`src/rtl/store_be_buffer.sv`:
```
// Store byte-enable buffer: aligns MEM-stage stores into lane-replicated data and byte enables, flags AdES, and queues them for the DM/bridge.
// Optional write combining into the tail entry is enabled with `define STORE_MERGE_EN.
module store_be_buffer #(
    parameter int unsigned DATA_W = 32,
    parameter int unsigned ADDR_W = 32,
    parameter int unsigned DEPTH  = 4
) (
    input  logic                  clk,
    input  logic                  reset,
    input  logic                  st_valid,
    output logic                  st_ready,
    input  logic [ADDR_W-1:0]     st_addr,
    input  logic [1:0]            st_size,
    input  logic [DATA_W-1:0]     st_data,
    output logic                  mem_valid,
    input  logic                  mem_ready,
    output logic [ADDR_W-1:0]     mem_addr,
    output logic [DATA_W-1:0]     mem_wdata,
    output logic [DATA_W/8-1:0]   mem_be,
    output logic                  exc_valid,
    output logic [ADDR_W-1:0]     exc_addr,
    input  logic [ADDR_W-1:0]     ld_addr,
    output logic                  ld_conflict,
    output logic                  idle
);

    localparam int unsigned LANES = DATA_W / 8;
    localparam int unsigned OFF_W = $clog2(LANES);
    localparam int unsigned PTR_W = $clog2(DEPTH);
    localparam int unsigned CNT_W = PTR_W + 1;

    logic [ADDR_W-1:0] addr_q [DEPTH];
    logic [DATA_W-1:0] data_q [DEPTH];
    logic [LANES-1:0]  be_q   [DEPTH];

    logic [PTR_W-1:0]  rd_q, rd_d, wr_q, wr_d;
    logic [CNT_W-1:0]  cnt_q, cnt_d;
    logic              exc_valid_q;
    logic [ADDR_W-1:0] exc_addr_q;

    logic [OFF_W-1:0]  off;
    logic [ADDR_W-1:0] addr_mask;
    logic [ADDR_W-1:0] addr_new;
    logic [LANES-1:0]  be_new;
    logic [DATA_W-1:0] wdata_new;
    logic              misalign;
    logic              full, empty;
    logic              accept, fault, store, push, pop;

    assign off       = st_addr[OFF_W-1:0];
    assign addr_mask = ~ADDR_W'(LANES - 1);
    assign addr_new  = st_addr & addr_mask;

    // Alignment check; dword stores are illegal on a 32-bit datapath
    always_comb begin
        misalign = 1'b0;
        case (st_size)
            2'd0:    misalign = 1'b0;
            2'd1:    misalign = st_addr[0];
            2'd2:    misalign = |st_addr[1:0];
            default: misalign = (DATA_W == 32) ? 1'b1 : |st_addr[2:0];
        endcase
    end

    // Byte enables and lane replication of the raw register data
    always_comb begin
        be_new    = '0;
        wdata_new = '0;
        case (st_size)
            2'd0: begin
                be_new = LANES'(1) << off;
                for (int i = 0; i < LANES; i++) wdata_new[8*i +: 8] = st_data[7:0];
            end
            2'd1: begin
                be_new = LANES'(2'b11) << off;
                for (int i = 0; i < LANES / 2; i++) wdata_new[16*i +: 16] = st_data[15:0];
            end
            2'd2: begin
                be_new = LANES'(4'hF) << off;
                for (int i = 0; i < DATA_W / 32; i++) wdata_new[32*i +: 32] = st_data[31:0];
            end
            default: begin
                be_new    = '1;
                wdata_new = st_data;
            end
        endcase
    end

    assign full   = (cnt_q == CNT_W'(DEPTH));
    assign empty  = (cnt_q == '0);
    assign accept = st_valid && !full;
    assign fault  = accept && misalign;
    assign store  = accept && !misalign;
    assign pop    = !empty && mem_ready;

`ifdef STORE_MERGE_EN
    logic [PTR_W-1:0] tail;
    logic             merge;

    assign tail  = wr_q - PTR_W'(1);
    // A tail that is also the popping head cannot absorb new bytes
    assign merge = store && !empty && (addr_q[tail] == addr_new)
                   && !((cnt_q == CNT_W'(1)) && pop);
    assign push  = store && !merge;
`else
    assign push  = store;
`endif

    always_comb begin
        rd_d  = rd_q + PTR_W'(pop);
        wr_d  = wr_q + PTR_W'(push);
        cnt_d = cnt_q;
        case ({push, pop})
            2'b10:   cnt_d = cnt_q + CNT_W'(1);
            2'b01:   cnt_d = cnt_q - CNT_W'(1);
            default: cnt_d = cnt_q;
        endcase
    end

    always_ff @(posedge clk or posedge reset) begin
        if (reset) begin
            rd_q        <= '0;
            wr_q        <= '0;
            cnt_q       <= '0;
            exc_valid_q <= 1'b0;
            exc_addr_q  <= '0;
        end else begin
            rd_q        <= rd_d;
            wr_q        <= wr_d;
            cnt_q       <= cnt_d;
            exc_valid_q <= fault;
            if (fault) exc_addr_q <= st_addr;
        end
    end

    // Entry storage
    always_ff @(posedge clk or posedge reset) begin
        if (reset) begin
            for (int i = 0; i < DEPTH; i++) begin
                addr_q[i] <= '0;
                data_q[i] <= '0;
                be_q[i]   <= '0;
            end
        end else if (push) begin
            addr_q[wr_q] <= addr_new;
            data_q[wr_q] <= wdata_new;
            be_q[wr_q]   <= be_new;
        end
`ifdef STORE_MERGE_EN
        else if (merge) begin
            be_q[tail] <= be_q[tail] | be_new;
            for (int i = 0; i < LANES; i++) begin
                if (be_new[i]) data_q[tail][8*i +: 8] <= wdata_new[8*i +: 8];
            end
        end
`endif
    end

    // Load hazard: any occupied slot, including the one popping now
    always_comb begin
        logic [PTR_W-1:0] slot;
        ld_conflict = 1'b0;
        slot        = '0;
        for (int i = 0; i < DEPTH; i++) begin
            slot = PTR_W'(i) - rd_q;
            if ((CNT_W'(slot) < cnt_q) && (addr_q[i] == (ld_addr & addr_mask)))
                ld_conflict = 1'b1;
        end
    end

    assign st_ready  = !full;
    assign mem_valid = !empty;
    assign idle      = empty;
    assign mem_addr  = addr_q[rd_q];
    assign mem_wdata = data_q[rd_q];
    assign mem_be    = be_q[rd_q];
    assign exc_valid = exc_valid_q;
    assign exc_addr  = exc_addr_q;

endmodule

```
`config.mk`:
```
export PLATFORM = sky130hd
export DESIGN_NAME = store_be_buffer
export DESIGN_NICKNAME = d
export VERILOG_FILES = /design/src/rtl/store_be_buffer.sv
export SDC_FILE = /design/constraint.sdc
export NUM_CORES = 1
export LEC_CHECK = 0
export ABC_AREA = 1
export BUFFER_PORTS_ARGS = -buffer_cell sky130_fd_sc_hd__buf_2
export CAP_MARGIN = 20
export CELL_PAD_IN_SITES_DETAIL_PLACEMENT = 1
export CELL_PAD_IN_SITES_GLOBAL_PLACEMENT = 2
export CORE_ASPECT_RATIO = 1.1
export CORE_UTILIZATION = 31
export CTS_CLUSTER_SIZE = 14
export DETAILED_ROUTE_END_ITERATION = 7
export GPL_ROUTABILITY_DRIVEN = 0
export HOLD_SLACK_MARGIN = 0.12
export PLACE_DENSITY = 0.88
export SLEW_MARGIN = 5
export SYNTH_ARGS = -nofsm -noshare
export SYNTH_HDL_FRONTEND = slang
export SYNTH_SLANG_ARGS = --single-unit
export TNS_END_PERCENT = 30
```
`constraint.sdc`:
```
create_clock -name clk -period 9.1 [get_ports clk]
set_clock_uncertainty 0.05 [all_clocks]
set_input_delay 0.91 -clock clk [delete_from_list [all_inputs] [get_ports clk]]
set_output_delay 0.91 -clock clk [all_outputs]
set_load 0.01 [all_outputs]
```
[After elaboration in Yosys (flattened, before gate mapping)]
Index checks and enable logic that the tools add are counted.
Word-level totals
  input bits: 102
  output and inout bits: 105
  bits in registers: 312
Operators by class
  reductions and logical operators: 16
  muxes and demuxes: 24
  add/subtract/negate cells: 8
  equal/unequal tests: 9
  shift-type cells: 3
  bitwise operators: 2
  order comparisons: 7
Operators with widths (count)
  128-bit bitwise mux: 2
  32-bit 2-to-1 mux: 5
  32-bit binary-select mux with 2-bit select: 2
  32-bit == test: 4
  32-bit demux with 2-bit select: 1
  32-bit case mux with 2 select lines: 1
  16-bit bitwise mux: 1
  2-bit by 3-bit < comparator with 1-bit output: 4
  4-bit 2-to-1 mux: 3
  4-bit case mux with 3 select lines: 1
  1-bit logical AND: 9
  4-bit binary-select mux with 2-bit select: 1
  4-bit demux with 2-bit select: 1
  3-bit greater-or-equal comparator, second input constant: 2
  2-bit inverter with 3-bit output: 2
  3-bit case mux with 2 select lines: 1
  2-bit by 1-bit adder with 2-bit output: 2
  2-bit by 1-bit == test with 1-bit output, second input constant: 2
  2-bit == test, second input constant: 2
  1-bit 2-to-1 mux: 4
  1-bit by 2-bit left shift with 4-bit output, first input constant: 1
  2-bit by 2-bit left shift with 4-bit output, first input constant: 1
  4-bit by 2-bit left shift with 4-bit output, first input constant: 1
  1-bit by 2-bit subtractor with 2-bit output, first input constant: 2
  11 further kinds: 14

[Longest topological paths before layout]
Gate-level depths: netlist of run 1.
  word-level depth: 7
  gate-level depth with buffers: 14
  mapped depth without buffers: 12

[Least setup slack after synthesis of run 1]
OpenSTA, ideal clock, no wires.
  path type: register to output
  start point: register rd_q[0]
  end point: output port ld_conflict
  required time: 8.140 ns
  cell stages (with the launch flop): 15
  arrival: 2.140 ns
  path slack: 6.000 ns
  buffers on the path: 2
  path through: dfrtp_1 -> clkinv_1 -> nor2_1 -> buf_2 -> buf_2 -> inv_1 -> nand2_1 -> inv_1 -> ha_1 -> a21oi_1 -> or2_2 -> nand3_1 -> nor2_1 -> nor2_1 -> nand2_1
Between the ends
  cells in the longest elaborated chain, start to end: 7
  elaborated cells on any way between the ends: 16
RTL lines
  from (decl): line 36  | logic [PTR_W-1:0] rd_q, rd_d, wr_q, wr_d;
  from (signal assigned): line 128  | rd_q <= rd_d;
  1-bit by 2-bit subtractor with 2-bit output: line 165  | slot = PTR_W'(i) - rd_q;
  2-bit by 3-bit < comparator with 1-bit output: line 166  | if ((CNT_W'(slot) < cnt_q) && (addr_q[i] == (ld_addr & addr_mask)))
  1-bit logical AND: line 166
  1-bit 2-to-1 mux (3 in series): line 166
  1-bit 2-to-1 mux *: line 166
  to (decl): line 23  | output logic ld_conflict,
Mark *: on every way between the ends. The rest lies on a longest branch, timed or not.

[Final worst setup path of run 1]
  start point: register rd_q[0]
  end point: output port mem_wdata[15]
Between the ends
  cells in the longest elaborated chain, start to end: 4
RTL lines
  2-bit inverter with 3-bit output (not written as such): line 175  | assign mem_wdata = data_q[rd_q];
  32-bit binary-select mux with 2-bit select: line 175
  32-bit 2-to-1 mux (not written as such) (2 in series): line 175
  to (decl): line 18  | output logic [DATA_W-1:0] mem_wdata,
Every way passes these cells. The select of a mux whose other input is x is not followed.

==> out/summary.txt, run 1 <==
Arrival @ worst endpoint: 3500 ps
Number of CTS-inserted buffers: 37
Tightest Pin Transition: 1090 ps
Switching Fraction: 0.422
Die height: 235 µm
Post-Syn Area per Cell: 7.98 µm²
Skew-Pair Late Insertion Delay: 540 ps
CP startpoint: rd_q[0]$_DFF_PP0_
Worst-path clk slew: 60 ps
Post-cts resize count: 0
Core outline area: 48800 µm²
Root Buffer: clkbuf_16
# rows: 85
Non-Filler Instances: 2754
Seq/Total Area, Yosys: 0.497
Final Slew Violations: 0
Netlist cell types: 34
Initial core utilization: 0.313
Cell-internal power: 3.81 mW
Number of global-route vias before repair: 14500
Die area: 50200 µm²
Largest net degree at the start of global routing: 150
Yosys warns: 0
Detailed placement HPWL: 35200 µm
Hold Crit Start: exc_addr[22]$_DFFE_PP0P_
Layout area overhead: 17.0%
Num ports: 207
CTS tree: done
Hold crit path type: register to register
Reg power frac: 0.361
Cells after Synth: 1917
Worst Setup End Kind: output port
Vias: 13700
Most frequent cell after synthesis: nand2_1
Total Routed Length: 53300 µm
Post-route clock period utilization: 0.491
Max clock buf depth: 3
First-pass GRT wire length: 83500 µm
GR Util All Layers: 0.216
PD cells: 368 nW/µm²
Tmin final: 4460 ps
Req. time, crit path: 8140 ps
Worst VDD drop: 0.181 mV
Main flop type after synthesis: dfrtp_1
Post-synth top area share: 0.497
Combinational share of power: 0.416
Crit path kind: register to output port
GR Overflow Total: 0
Hold-fix buffers, CTS: 0
Share of layout cells above drive strength 1: 0.139
Mapped cell area: 15300 µm²
Cell count after placement: 2687
CTS Sinks: 304
First-pass DRT Iterations: 5
Startpoint types: register
Fin. Hold Viols: 0
Area contributors post-synth: dfrtp_1 50%, nand2_1 16%, inv_1 5.7%, o21ai_0 4.7%, o21ai_1 4.5%
Final #Nets: 2190
Synth area leader: dfrtp_1
Max-cap check violation count: 0
Port bufs: 202
Switch Pwr: 2.78 mW
Leak pwr: 9.00 nW
Async set or reset register ratio after synthesis: 1.00
Post-Route Setup TNS: 0 ps
Initial DRC Count: 768
Hold_ws: 425 ps
Outcome: finished clean
Endpoints failing setup: 0
WL per Instance: 19.4 µm
CTS H-tree lvls: 2
Vias per cell: 4.96
Reg2reg start: cnt_q[1]$_DFFE_PP0P_
RSZ-0062 raised after global routing: false
Die width: 214 µm
Initial antenna violation count: 8
Synth cell count leaders: 661 x nand2_1, 304 x dfrtp_1, 234 x inv_1
Post-CTS Setup Bufs: 0
Worst rel slew slack: 0.275
Clock share of power: 0.223
Max Freq: 224 MHz
Worst-path maximum fanout: 66
Total design power: 6.59 mW
# DRC: 0
EDFF count, synth: 0
Flops & latches, synth: 304
Number of routed nets with antenna violations: 0
-- layout make-up --
class | count | area (µm²)
Antenna cell | 2 | 5.00
Clock buffer | 57 | 1060
Clock inverter | 6 | 109
Fill cell | 5927 | 30900
Inverter | 242 | 915
Multi-Input combinational cell | 1273 | 6210
Sequential cell | 304 | 7610
Tap cell | 652 | 816
Timing Repair Buffer | 218 | 1180
-- power groups by stage --
stage	combinational, mW	clock (mW)	sequential [mW]
3_5_place_dp	2.75	0	2.40
4_1_cts	2.77	1.51	2.38
2_1_floorplan	1.73	0	2.33
5_1_grt	3.07	1.55	2.46
3_3_place_gp	2.67	0	2.36
6_report	2.74	1.47	2.38
-- sequential cells by signal, summed over array words and instances, names as in the netlist --
name       flops
data_q       128
addr_q       120
rd_q           2
exc_addr      32
exc_valid      1
cnt_q          3
be_q          16
wr_q           2
-- layout by cell type (no fill, tap or decap), drive strengths merged, types with 5 or more instances in the layout --
cell and n:
a21oi 7, a22oi 66, buf 218, clkbuf 57, dfrtp 304, ha 11, inv 241, nand2 662
nand3 42, nor2 70, nor3 5, o211ai 23, o21ai 281, o221ai 44, o22ai 8, or2 6
xnor2 25, xor2 19
-- stage by stage --
stage / cell area (µm²) / setup slack (ps) / utilization
6_report: 17900 / 4640 / 0.367
5_1_grt: 17900 / 4510 / 0.367
4_1_cts: 17800 / 4600 / 0.366
3_5_place_dp: 16700 / 4590 / 0.342
3_3_place_gp: 16700 / 4700 / 0.342
2_1_floorplan: 15300 / 4100 / -
-- layer usage --
| metal | vias to the layer above | GRT usage | routed length (µm) |
|---|---|---|---|
| li1 | 6468 | - | - |
| met3 | 95 | 0.0401 | 2740 |
| met1 | 6770 | 0.271 | 22500 |
| met4 | 10 | 0.0706 | 1590 |
| met2 | 324 | 0.371 | 26500 |
| met5 | - | 0 | 55 |
-- worst max-delay path: stages (launching register included) --
cell      delay, ps
dfrtp_1         490
clkinv_1        470
buf_4           420
nor2_4          120
buf_4           810
a22oi_1         170
o221ai_1        230
buf_2           210
-- path summary, 6_finish.rpt --
path                       slack (ps)                       end  cells after the start
min                               430  exc_addr[22]$_DFFE_PP0P_                      2
max                              4640             mem_wdata[15]                      7
max reg2reg                      6320       be_q[8]$_DFFE_PP0P_                     10
max in group asynchronous        6480   data_q[100]$_DFFE_PP0P_                      4
min reg2reg                       430  exc_addr[22]$_DFFE_PP0P_                      2
min in group asynchronous         440    data_q[82]$_DFFE_PP0P_                      2
-- cell families after synthesis --
family                     after synthesis  synth area share
DFF                                    304             0.497
xor gates and xnor gates                44            0.0252
adders and majority gates               12            0.0103
buffers and inverters                  341            0.0984
and+or+nand+nor                        786             0.202
AOI/OAI and AO/OA                      429             0.167
other                                    1          0.000245
No activity file was read; power rests on OpenSTA's default activity.
==> inputs of run 2 (changes only) <==
Settings changed: CORE_UTILIZATION 31 to 34, PLACE_DENSITY 0.88 to 0.91.
Clock period 9.1 ns to 4.45 ns, I/O delays scaled along.
==> run 2 against run 1 <==
Critical path depth rose by 4. Non-clock buffer count rose by 44. Utilization rose by 4.7 points. Die area fell by 8.7%. Via count rose by 1.5%. Clock-buffer cell count rose by 1. Critical endpoint is now ld_conflict. Largest power group unchanged.
==> out/summary.txt, run 2 (synthesis results as in run 1) <==
Die width: 204 µm (-4.5%)
Biggest register: data_q
# rows: 81 (-4.7%)
Tightest Pin Transition: 1020 ps (-67.0 ps)
Final core area utilization: 0.413 (+0.0467)
Max clock buf depth: 3 (unchanged)
GR Util All Layers: 0.238 (+0.0213)
Final Instance Area: 18400 µm² (+2.5%)
Die area: 45800 µm² (-8.7%)
Number of global-route vias before repair: 15000 (+3.2%)
R2R Setup Slk: 1580 ps (-4740 ps)
Worst VDD drop: 0.381 mV (+110%)
Arrival @ worst endpoint: 3160 ps (-340 ps)
Worst-path clk slew: 60 ps (about the same)
Die height: 224 µm (-4.5%)
CTS tree: done
Cell count after placement: 2623 (-2.4%)
Layout area overhead: 19.9%
Initial core utilization: 0.345 (+0.0312)
Worst rel slew slack: 0.320 (+0.0447)
Skew-Pair Late Insertion Delay: 570 ps (+30 ps)
Largest net degree at the start of global routing: 158 (+5.3%)
Initial antenna violation count: 2 (-6)
Non-Filler Instances: 2735 (-0.69%)
Worst-path maximum fanout: 16 (-76%)
Worst Setup End Kind: output port
Detailed placement HPWL: 35300 µm (+0.43%)
Leak pwr: 9.23 nW (+2.6%)
Core outline area: 44400 µm² (-9.1%)
Number of CTS-inserted buffers: 38 (+2.7%)
Post-Route Setup TNS: 0 ps (unchanged)
Fin. Hold Viols: 0 (unchanged)
First-pass DRT Iterations: 5 (unchanged)
Total Routed Length: 53300 µm (about the same)
Share of layout cells above drive strength 1: 0.143 (+0.00421)
Buf/Inv on CP: 4 (unchanged)
Startpoint types: register
Crit-path cells: buf_4, inv_1, ha_1, inv_1, a21oi_1, o21ai_0, nand3_1, nor2_1, nor2_1, nand2_1, buf_2
Port bufs: 202 (unchanged)
Max incr delay on CP: 890 ps (+80 ps)
# DRC: 0 (unchanged)
CP top delay family: flip-flops
GR Overflow Total: 0 (unchanged)
Cell at the slowest stage of the critical path: dfrtp_1
Root Buffer: clkbuf_16
Vias: 13900 (+1.5%)
Crit path kind: register to output port
Placed Area: 16700 µm² (about the same)
Vias per cell: 5.07 (+2.2%)
Final #Nets: 2235 (+2.1%)
Most frequent cells in the layout: 659 x nand2_1, 304 x dfrtp_1, 233 x inv_1
RSZ-0062 raised after global routing: false
CTS H-tree lvls: 2 (unchanged)
Final Slew Violations: 0 (unchanged)
Max Freq: 274 MHz
Outcome: finished clean
CTS Sinks: 304 (unchanged)
Num ports: 207 (unchanged)
Initial DRC Count: 689 (-10%)
Post-route clock period utilization: 0.821
Max-cap check violation count: 0 (unchanged)
Post-cts resize count: 0 (unchanged)
Max reg flops: 128 (unchanged)
Hold crit path type: input pin to async pin
Tmin final: 3650 ps
Total design power: 13.7 mW (+110%)
PD cells: 744 nW/µm² (+100%)
WL per Instance: 19.5 µm (+0.65%)
Number of routed nets with antenna violations: 0 (unchanged)
Endpoints failing setup: 0 (unchanged)
Commonest non-fill, non-tap cell in the layout: nand2_1
Req. time, crit path: 3950 ps (-4190 ps)
First-pass GRT wire length: 84400 µm (+1.1%)
## run 2: path summary, 6_finish.rpt
| check | from | endpoint | cells after the start |
|---|---|---|---|
| min in group clk | st_valid | exc_valid$_DFF_PP0_ | 3 |
| hold / removal | reset | exc_addr[25]$_DFFE_PP0P_ | 3 |
| hold reg to reg | exc_addr[7]$_DFFE_PP0P_ | exc_addr[7]$_DFFE_PP0P_ | 2 |
| setup / recovery | rd_q[1]$_DFF_PP0_ | ld_conflict | 11 |
| setup reg to reg | cnt_q[1]$_DFFE_PP0P_ | addr_q[94]$_DFFE_PP0P_ | 11 |
| max in group asynchronous | reset | addr_q[9]$_DFFE_PP0P_ | 3 |
## run 2: per-stage QoR
stage | hold slack (ps) | setup slack [ps]
floorplan | 400 | -88.0
global placement | 412 | 1440
detailed placement | 416 | 1320
CTS | 172 | 778
global route | 197 | 622
finish | 53.1 | 798
## run 2: area by class of cell
cell class,count,area (µm²)
clock buffer,58,1120
timing repair buffer,262,1630
antenna,4,10.0
sequential,304,7610
clock inverter,11,134
multi-input combinational,1273,6210
tap,581,727
inverter,242,915
fill,5399,26000
## run 2: report_power, final
part           switching (mW)  internal, mW  total (mW)
clock                    1.29          1.81        3.10
sequential              0.858          4.05        4.91
combinational            3.62          2.02        5.64
total                    5.77          7.88        13.7
## run 2: metal layers
layer,track usage,up-vias,wire length [µm]
met5,0,-,0
met4,0.0782,0,1440
met3,0.0396,79,2580
met2,0.415,323,26600
met1,0.296,6903,22700
li1,-,6571,-
## run 2: worst reg2reg max path, cell delays in order (launching register included)
cell	delay, ps
dfrtp_1	390
inv_1	210
nand3_2	170
nand2_1	160
inv_2	60
nand2_4	100
inv_4	70
nand3_4	60
buf_4	550
buf_4	680
nand2_1	160
o21ai_1	130
## run 2: timing repair
item	in CTS	in global routing
hold endpoints to repair	38	0
buffers inserted	0	0
hold buffers	38	0
